$ cat config.mk
export PLATFORM = sky130hd
export DESIGN_NAME = score_keeper
export DESIGN_NICKNAME = d
export VERILOG_FILES = /design/src/rtl/pong_pkg.sv /design/src/rtl/frame_timer.sv /design/src/rtl/score_keeper.sv
export SDC_FILE = /design/constraint.sdc
export NUM_CORES = 1
export LEC_CHECK = 0
export ABC_CLOCK_PERIOD_IN_PS = 1900
export CORE_MARGIN = 2
export CORE_UTILIZATION = 46
export DETAILED_ROUTE_END_ITERATION = 6
export PLACE_DENSITY = 0.74
export SYNTH_ARGS = -nofsm -noshare
export SYNTH_HDL_FRONTEND = slang
export SYNTH_SLANG_ARGS = --single-unit
$ cat constraint.sdc
create_clock -name clk_pix -period 1.9 [get_ports clk_pix]
set_clock_uncertainty 0.2 [all_clocks]
set_input_delay 0.38 -clock clk_pix [delete_from_list [all_inputs] [get_ports clk_pix]]
set_output_delay 0.38 -clock clk_pix [all_outputs]
set_load 0.005 [all_outputs]
$ cat src/rtl/pong_pkg.sv
// Shared types and defaults for the pong score keeper: FSM state encoding,
// score width and default game parameters.
package pong_pkg;

    typedef enum logic [2:0] {
        IDLE      = 3'd0,
        SERVE     = 3'd1,
        PLAY      = 3'd2,
        POINT     = 3'd3,
        GAME_OVER = 3'd4
    } state_t;

    localparam int SCORE_W          = 4;
    localparam int DEF_WIN_SCORE    = 9;
    localparam int DEF_SERVE_FRAMES = 60;

endpackage

$ cat src/rtl/frame_timer.sv
// Loadable down-counter stepped by the frame strobe; done is high while the
// count is zero.
module frame_timer
    import pong_pkg::*;
#(
    parameter int FRAMES = DEF_SERVE_FRAMES,
    parameter int W      = $clog2(FRAMES + 1)
) (
    input  logic clk_pix,
    input  logic rst_n,
    input  logic load,
    input  logic en,
    input  logic frame,
    output logic done
);

    logic [W-1:0] count;

    // load wins over a coincident strobe so a fresh reload is never shortened
    always_ff @(posedge clk_pix or negedge rst_n) begin
        if (!rst_n) begin
            count <= '0;
        end else if (load) begin
            count <= W'(FRAMES);
        end else if (en && frame && count != '0) begin
            count <= count - W'(1);
        end
    end

    assign done = (count == '0);

endmodule

$ cat src/rtl/score_keeper.sv
// Pong score keeper: serve delay, point scoring and game-over detection.
// Define SCORE_AUTOSERVE_EN to leave SERVE as soon as the delay expires.
module score_keeper
    import pong_pkg::*;
#(
    parameter int WIN_SCORE    = DEF_WIN_SCORE,
    parameter int SERVE_FRAMES = DEF_SERVE_FRAMES
) (
    input  logic               clk_pix,
    input  logic               rst_n,
    input  logic               frame,
    input  logic               miss_l,
    input  logic               miss_r,
    input  logic               btn_start,
    output logic [SCORE_W-1:0] score_l,
    output logic [SCORE_W-1:0] score_r,
    output logic               play,
    output logic               game_over,
    output logic               winner,
    output state_t             state_dbg
);

    localparam logic [SCORE_W-1:0] WIN = SCORE_W'(WIN_SCORE);

    state_t             state, state_n;
    logic [SCORE_W-1:0] score_l_n, score_r_n;
    logic               btn_q, btn_rise;
    logic               load, done;

    assign btn_rise  = btn_start & ~btn_q;
    assign state_dbg = state;

    frame_timer #(.FRAMES(SERVE_FRAMES)) u_timer (
        .clk_pix (clk_pix),
        .rst_n   (rst_n),
        .load    (load),
        .en      (state == SERVE),
        .frame   (frame),
        .done    (done)
    );

    always_comb begin
        state_n   = state;
        score_l_n = score_l;
        score_r_n = score_r;
        load      = 1'b0;
        case (state)
            IDLE: begin
                if (btn_rise) begin
                    score_l_n = '0;
                    score_r_n = '0;
                    load      = 1'b1;
                    state_n   = SERVE;
                end
            end
            SERVE: begin
`ifdef SCORE_AUTOSERVE_EN
                if (done) state_n = PLAY;
`else
                if (done && btn_rise) state_n = PLAY;
`endif
            end
            PLAY: begin
                // a simultaneous double miss is a void rally
                if (miss_l || miss_r) begin
                    state_n = POINT;
                    if (miss_r && !miss_l) score_l_n = score_l + SCORE_W'(1);
                    if (miss_l && !miss_r) score_r_n = score_r + SCORE_W'(1);
                end
            end
            POINT: begin
                if (score_l == WIN || score_r == WIN) begin
                    state_n = GAME_OVER;
                end else begin
                    load    = 1'b1;
                    state_n = SERVE;
                end
            end
            GAME_OVER: begin
                if (btn_rise) state_n = IDLE;
            end
            default: state_n = IDLE;
        endcase
    end

    always_ff @(posedge clk_pix or negedge rst_n) begin
        if (!rst_n) begin
            state     <= IDLE;
            score_l   <= '0;
            score_r   <= '0;
            btn_q     <= 1'b0;
            play      <= 1'b0;
            game_over <= 1'b0;
            winner    <= 1'b0;
        end else begin
            state     <= state_n;
            score_l   <= score_l_n;
            score_r   <= score_r_n;
            btn_q     <= btn_start;
            play      <= (state_n == PLAY);
            game_over <= (state_n == GAME_OVER);
            winner    <= (state_n == GAME_OVER) && (score_l_n != WIN);
        end
    end

    // a point is only scorable while both players are still below the target
    a_no_score_at_win: assert property (@(posedge clk_pix) disable iff (!rst_n)
        (state == PLAY) |-> (score_l < WIN && score_r < WIN));

endmodule

[After elaboration in Yosys (flattened, before gate mapping)]
Index checks and enable logic that the tools add are counted.
Widths: inputs -> output; s select.
Word-level totals
  register bits after elaboration: 21
  output and inout port bits: 14
  word-level logic and storage cells: 60
Operators by class
  $add $sub $neg: 3
  equal/unequal tests: 12
  multiplexer cells: 19
  bitwise operators: 2
  reductions and logical operators: 16
Operators with widths (count)
  $mux 4: 6
  $pmux 4 s2: 2
  $mux 3: 5
  $pmux 3 s5: 1
  $mux 6: 2
  $eq 3x2->1 const B: 3
  $add 4x1->4 const B: 2
  $eq 4x4->1 const B: 2
  $eq 3x3->1 const B: 2
  $logic_and 1x1->1: 6
  $logic_not 6->1: 1
  $ne 2x2->1 const B: 3
  $reduce_bool 6->1: 1
  $sub 6x1->6 const B: 1
  $ne 4x4->1 const B: 1
  $reduce_and 4->1: 1
  $reduce_bool 2->1: 2
  $eq 3x1->1 const B: 1
  $logic_not 3->1: 1
  $logic_not 1->1: 2
  $logic_or 1x1->1: 2
  $mux 1: 2
  $pmux 1 s2: 1
  $and 1x1->1: 1
  $not 1->1: 1

[Longest topological paths before layout]
  depth after elaboration: 7
  mapped depth: 6

[Cells and area by module]
From an unflattened synthesis, not the netlist that was laid out.
Unflattened totals
  cell total of the unflattened synthesis: 124
  area, all modules: 1202.4 um^2
Modules (own cells, without submodules)
  score_keeper: times used 1, cells an instance 87, area an instance 848.3 um^2, seq. area each 375.4 um^2
  frame_timer: times used 1, cells an instance 37, area an instance 354.1 um^2, seq. area each 150.1 um^2

[Worst setup path after synthesis]
No wires, ideal clock.
  path type: flip-flop to flip-flop
  start: register state[1], in the netlist state_dbg[1]
  end: register winner
  arrival: 1.803 ns
  path slack: -0.227 ns
  cell stages (with the launch flop): 7
  buffers on the path: 2
  period minus slack after synthesis: 2.127 ns
  path through: dfrtp_1 -> buf_4 -> or3b_1 -> buf_6 -> nor3_1 -> mux2_2 -> o31a_1
On the way
  word-level cells in the longest chain between the ends: 4
  elaborated cells between the ends (all ways): 14
  classes of those cells: eq/ne (6); mux (6); reduce/logical (2)
Ends and longest elaborated chain
  from (decl): line score_keeper.sv:25  | state_t state, state_n;
  from (signal assigned): line score_keeper.sv:96  | state <= state_n;
  $eq 3x3->1 (tied with other cells): line score_keeper.sv:47  | case (state)
  $pmux 3 s5 or $pmux 4 s2 (tied branches): line score_keeper.sv:47
  $eq 3x3->1 or $ne 4x4->1 (tied branches): line score_keeper.sv:102  | winner <= (state_n == GAME_OVER) && (score_l_n != WIN);
  $logic_and 1x1->1 *: line score_keeper.sv:102
  to (signal assigned): line score_keeper.sv:102
  to (decl): line score_keeper.sv:19  | output logic winner,
Mark *: on every way between the ends. The rest lies on a longest branch, timed or not.
A chain may end at the register's enable or synchronous reset.

[Worst setup path in the final report]
  start: input port btn_start
  end: register winner
On the way
  elaborated cells between the ends (all ways): 11
  classes of those cells: eq/ne (2); mux (6); bitwise (1); reduce/logical (2)
RTL lines
  from (decl): line score_keeper.sv:14  | input logic btn_start,
  $and 1x1->1: line score_keeper.sv:30  | assign btn_rise = btn_start & ~btn_q;
  $mux 4: line score_keeper.sv:49  | if (btn_rise) begin
  $pmux 4 s2: line score_keeper.sv:47
  net score_l_n[2]: line score_keeper.sv:26  | logic [SCORE_W-1:0] score_l_n, score_r_n;
  $ne 4x4->1: line score_keeper.sv:102
  $logic_and 1x1->1: line score_keeper.sv:102
The timed path passes the listed nets, and every way through them passes these cells.

==> results by group <==
Outcome
  – Outcome: finished, violations left
  – Failing checks: negative setup slack

Drt
  – Iter 0 DRT Violations: 17
  – Vias per cell: 5.44
  – DR DRC count: 0
  – Final WL: 2760 um
  – DRT Pass-1 Iters: 4
  – Antenna-violating nets left: 0
  – Post-DR wirelength/cell: 14.7 um
  – Vias: 1,018

Final layout
  – Design area: 1670 sq um
  – Multi-input gate area: 657 sq um
  – Most frequent cells in the layout: dfrtp_1 (20), buf_4 (20), clkdlybuf4s50_1 (13)
  – Share of cells above drive strength 1: 26.1%
  – # diodes: 0
  – Fill count: 190
  – Layout area overhead: 42.3%
  – Register Area: 527 sq um
  – Final net count: 170

Floorplanning
  – Die height: 54.5 um
  – Die area: 2970 sq um
  – Starting Density: 47.8%
  – Rows: 18
  – Core area: 2450 sq um
  – Die width: 54.5 um
  – # IOs: 20

Clocking
  – CTS Buf Count: 3
  – Worst-skew pair later-pin latency: 0.30 ns
  – Hold buffers post-CTS: 0
  – CTS tree: built
  – Clk Tree Root Cell: clkbuf_4
  – Clock sink total: 21
  – CTS clk-pin slew, worst paths: 0.11 ns
  – H-tree level count: 1
  – Clk buf depth: 2

STA
  – Final TNS setup: -0.0813 ns
  – Fin. Hold Viols: 0
  – Fin. max-slew vios: 0
  – Final setup fails: 1
  – RSZ-0062 raised after global routing: true
  – Min Tclk post-route: 1.98 ns
  – Rel. slew slack: 71.5%
  – Slew @ Worst Pin: 0.426 ns
  – Final worst setup slack: -0.0813 ns
  – Final Cycle Share: 104%
  – Peak Freq: 505 MHz

Worst setup path
  – Reg2Reg Depth: 5
  – Setup crit end kind: flip-flop
  – WP data arrival: 1.98 ns
  – Largest fanout on the critical path: 5
  – Worst r2r dst: winner
  – Register-to-register setup slack: -0.01 ns
  – Critical Path Start Type: input pin
  – WP data required: 1.90 ns
  – CP max stage delay: 0.49 ns
  – Crit Path Class: input pin to flip-flop
  – Critical path cell sequence: clkdlybuf4s50_1, or3b_4, o21ai_0, mux2i_2, o31a_1
  – R2r startpoint: state_dbg[0]
  – CP max-delay cell: clkdlybuf4s50_1

Yosys
  – Sequential share of the synthesized area: 44.8%
  – Area contributors post-synth: dfrtp_1 (45%), ha_1 (6.4%), xnor2_1 (3.7%)
  – Synth Register Bits: 21
  – Mapped Area: 1170 sq um
  – EDFF count, synth: 0
  – Asr flop ratio synth: 100%
  – Main synth FF type: dfrtp_1
  – Syn avg cell area: 10.4 sq um
  – Cell variety after synth: 42
  – Synth warn: 0
  – Yosys top cell area share: 44.8%
  – Cells after synthesis: 113
  – Cell taking the most area after synthesis: dfrtp_1
  – Post-Syn Nets: 125

GRT
  – Initial antenna violation count: 0
  – Vias in the first global route: 991
  – First-pass GRT wire length: 4330 um
  – Congestion Overflow GR: 0
  – Tot GR Track Use: 20.4%
  – Pin count of the biggest net entering global routing: 22

Place
  – Placer congestion estimate: 0.762
  – Port bufs: 19
  – Placed inst area: 1550 sq um
  – Post-DP HPWL: 1960 um

Power and ir drop
  – Pwr/cell area: 723 nW/um^2
  – Peak VDD IR: 0.000713 V
  – Pleak: 0.799 nW

Hold path
  – Hold/Removal Path Class: input pin to async pin

Run
  – Max-cap violations: 0
-- per-layer routing --
metal | up-vias | share of wire, % | wire length (um) | track usage [%]
met2 | 25 | 50 | 1390 | 35.7
met5 | - | 0 | 0 | 0
met3 | 6 | 3.6 | 100 | 3.28
met1 | 490 | 44 | 1220 | 25.7
li1 | 497 | - | - | -
met4 | 0 | 1.7 | 47 | 5.83
-- cell usage after synthesis (3+ instances only) --
master    instances
xnor2_1           5
o211ai_1          3
ha_1              6
nand2b_1          3
or2_2             4
nor2_1            6
dfrtp_1          21
o21ai_0           8
nand2_1          10
inv_1             7
-- how the worst max path moves through the flow --
stage | startpoint | slack, ns | depth (start not counted) | end
final | btn_start | -0.08 | 5 | winner
after global routing | btn_start | -0.07 | 5 | winner
after CTS | state_dbg[2] | 0.0008 | 2 | state_dbg[2]
after detailed placement | btn_start | -0.39 | 6 | winner
after global placement | btn_start | -0.34 | 5 | winner
after floorplan | state_dbg[1] | -0.05 | 6 | winner
-- cell type report --
cell class                 instances  share of cell area [%]
inverter                           7                    1.58
clock buffer                       4                    1.58
sequential                        21                    31.6
multi-input combinational         83                    39.4
timing repair buffer              42                    23.6
tap                               30                    2.25
-- state kept, by name, summed over array words and instances, names as in the netlist --
name,cells
score_l,4
score_r,4
winner,1
play,1
btn_q,1
u_timer.count,6
state_dbg,3
game_over,1
-- timing repair --
item                                    in CTS  in global routing
setup buffers                                0                  4
pin swaps                                    0                  0
endpoints found under the setup margin       5                 17
resized for setup                            6                 13
-- logic make-up after synthesis --
family                     after synthesis  share of synthesized area, %
DFF                                     21                          44.8
AOI/OAI and AO/OA                       28                          17.8
xor gates and xnor gates                 7                          5.23
adders and majority gates                6                          6.40
and+or+nand+nor                         40                          20.1
buffers and inverters                    9                          3.84
muxes                                    2                          1.81
-- critical path: cells and delay by family --
kind,cells,cell delay (ns)
compound gates,2,0.55
simple gates,1,0.42
buf+inv,1,0.49
mux,1,0.14
-- through the flow --
stage                     setup slack (ns)  power (mW)  hold slack (ns)  std cells  util, %
after floorplan                    -0.0482       0.818           -0.116        113        -
after global placement              -0.337       0.954            0.309        179     63.2
after detailed placement            -0.386       0.973            0.325        179     63.2
after CTS                         0.000784        1.18            0.212        183     64.8
after global routing               -0.0739        1.30            0.222        187     67.9
final                              -0.0813        1.21            0.209        187     67.9
-- power by group --
| group | switching [mW] | internal (mW) | leakage [nW] |
|---|---|---|---|
| clock | 0.131 | 0.0817 | 0.0150 |
| sequential | 0.0765 | 0.527 | 0.260 |
| combinational | 0.185 | 0.206 | 0.524 |
| total | 0.392 | 0.814 | 0.799 |
Power figures use the tool's default switching activity.
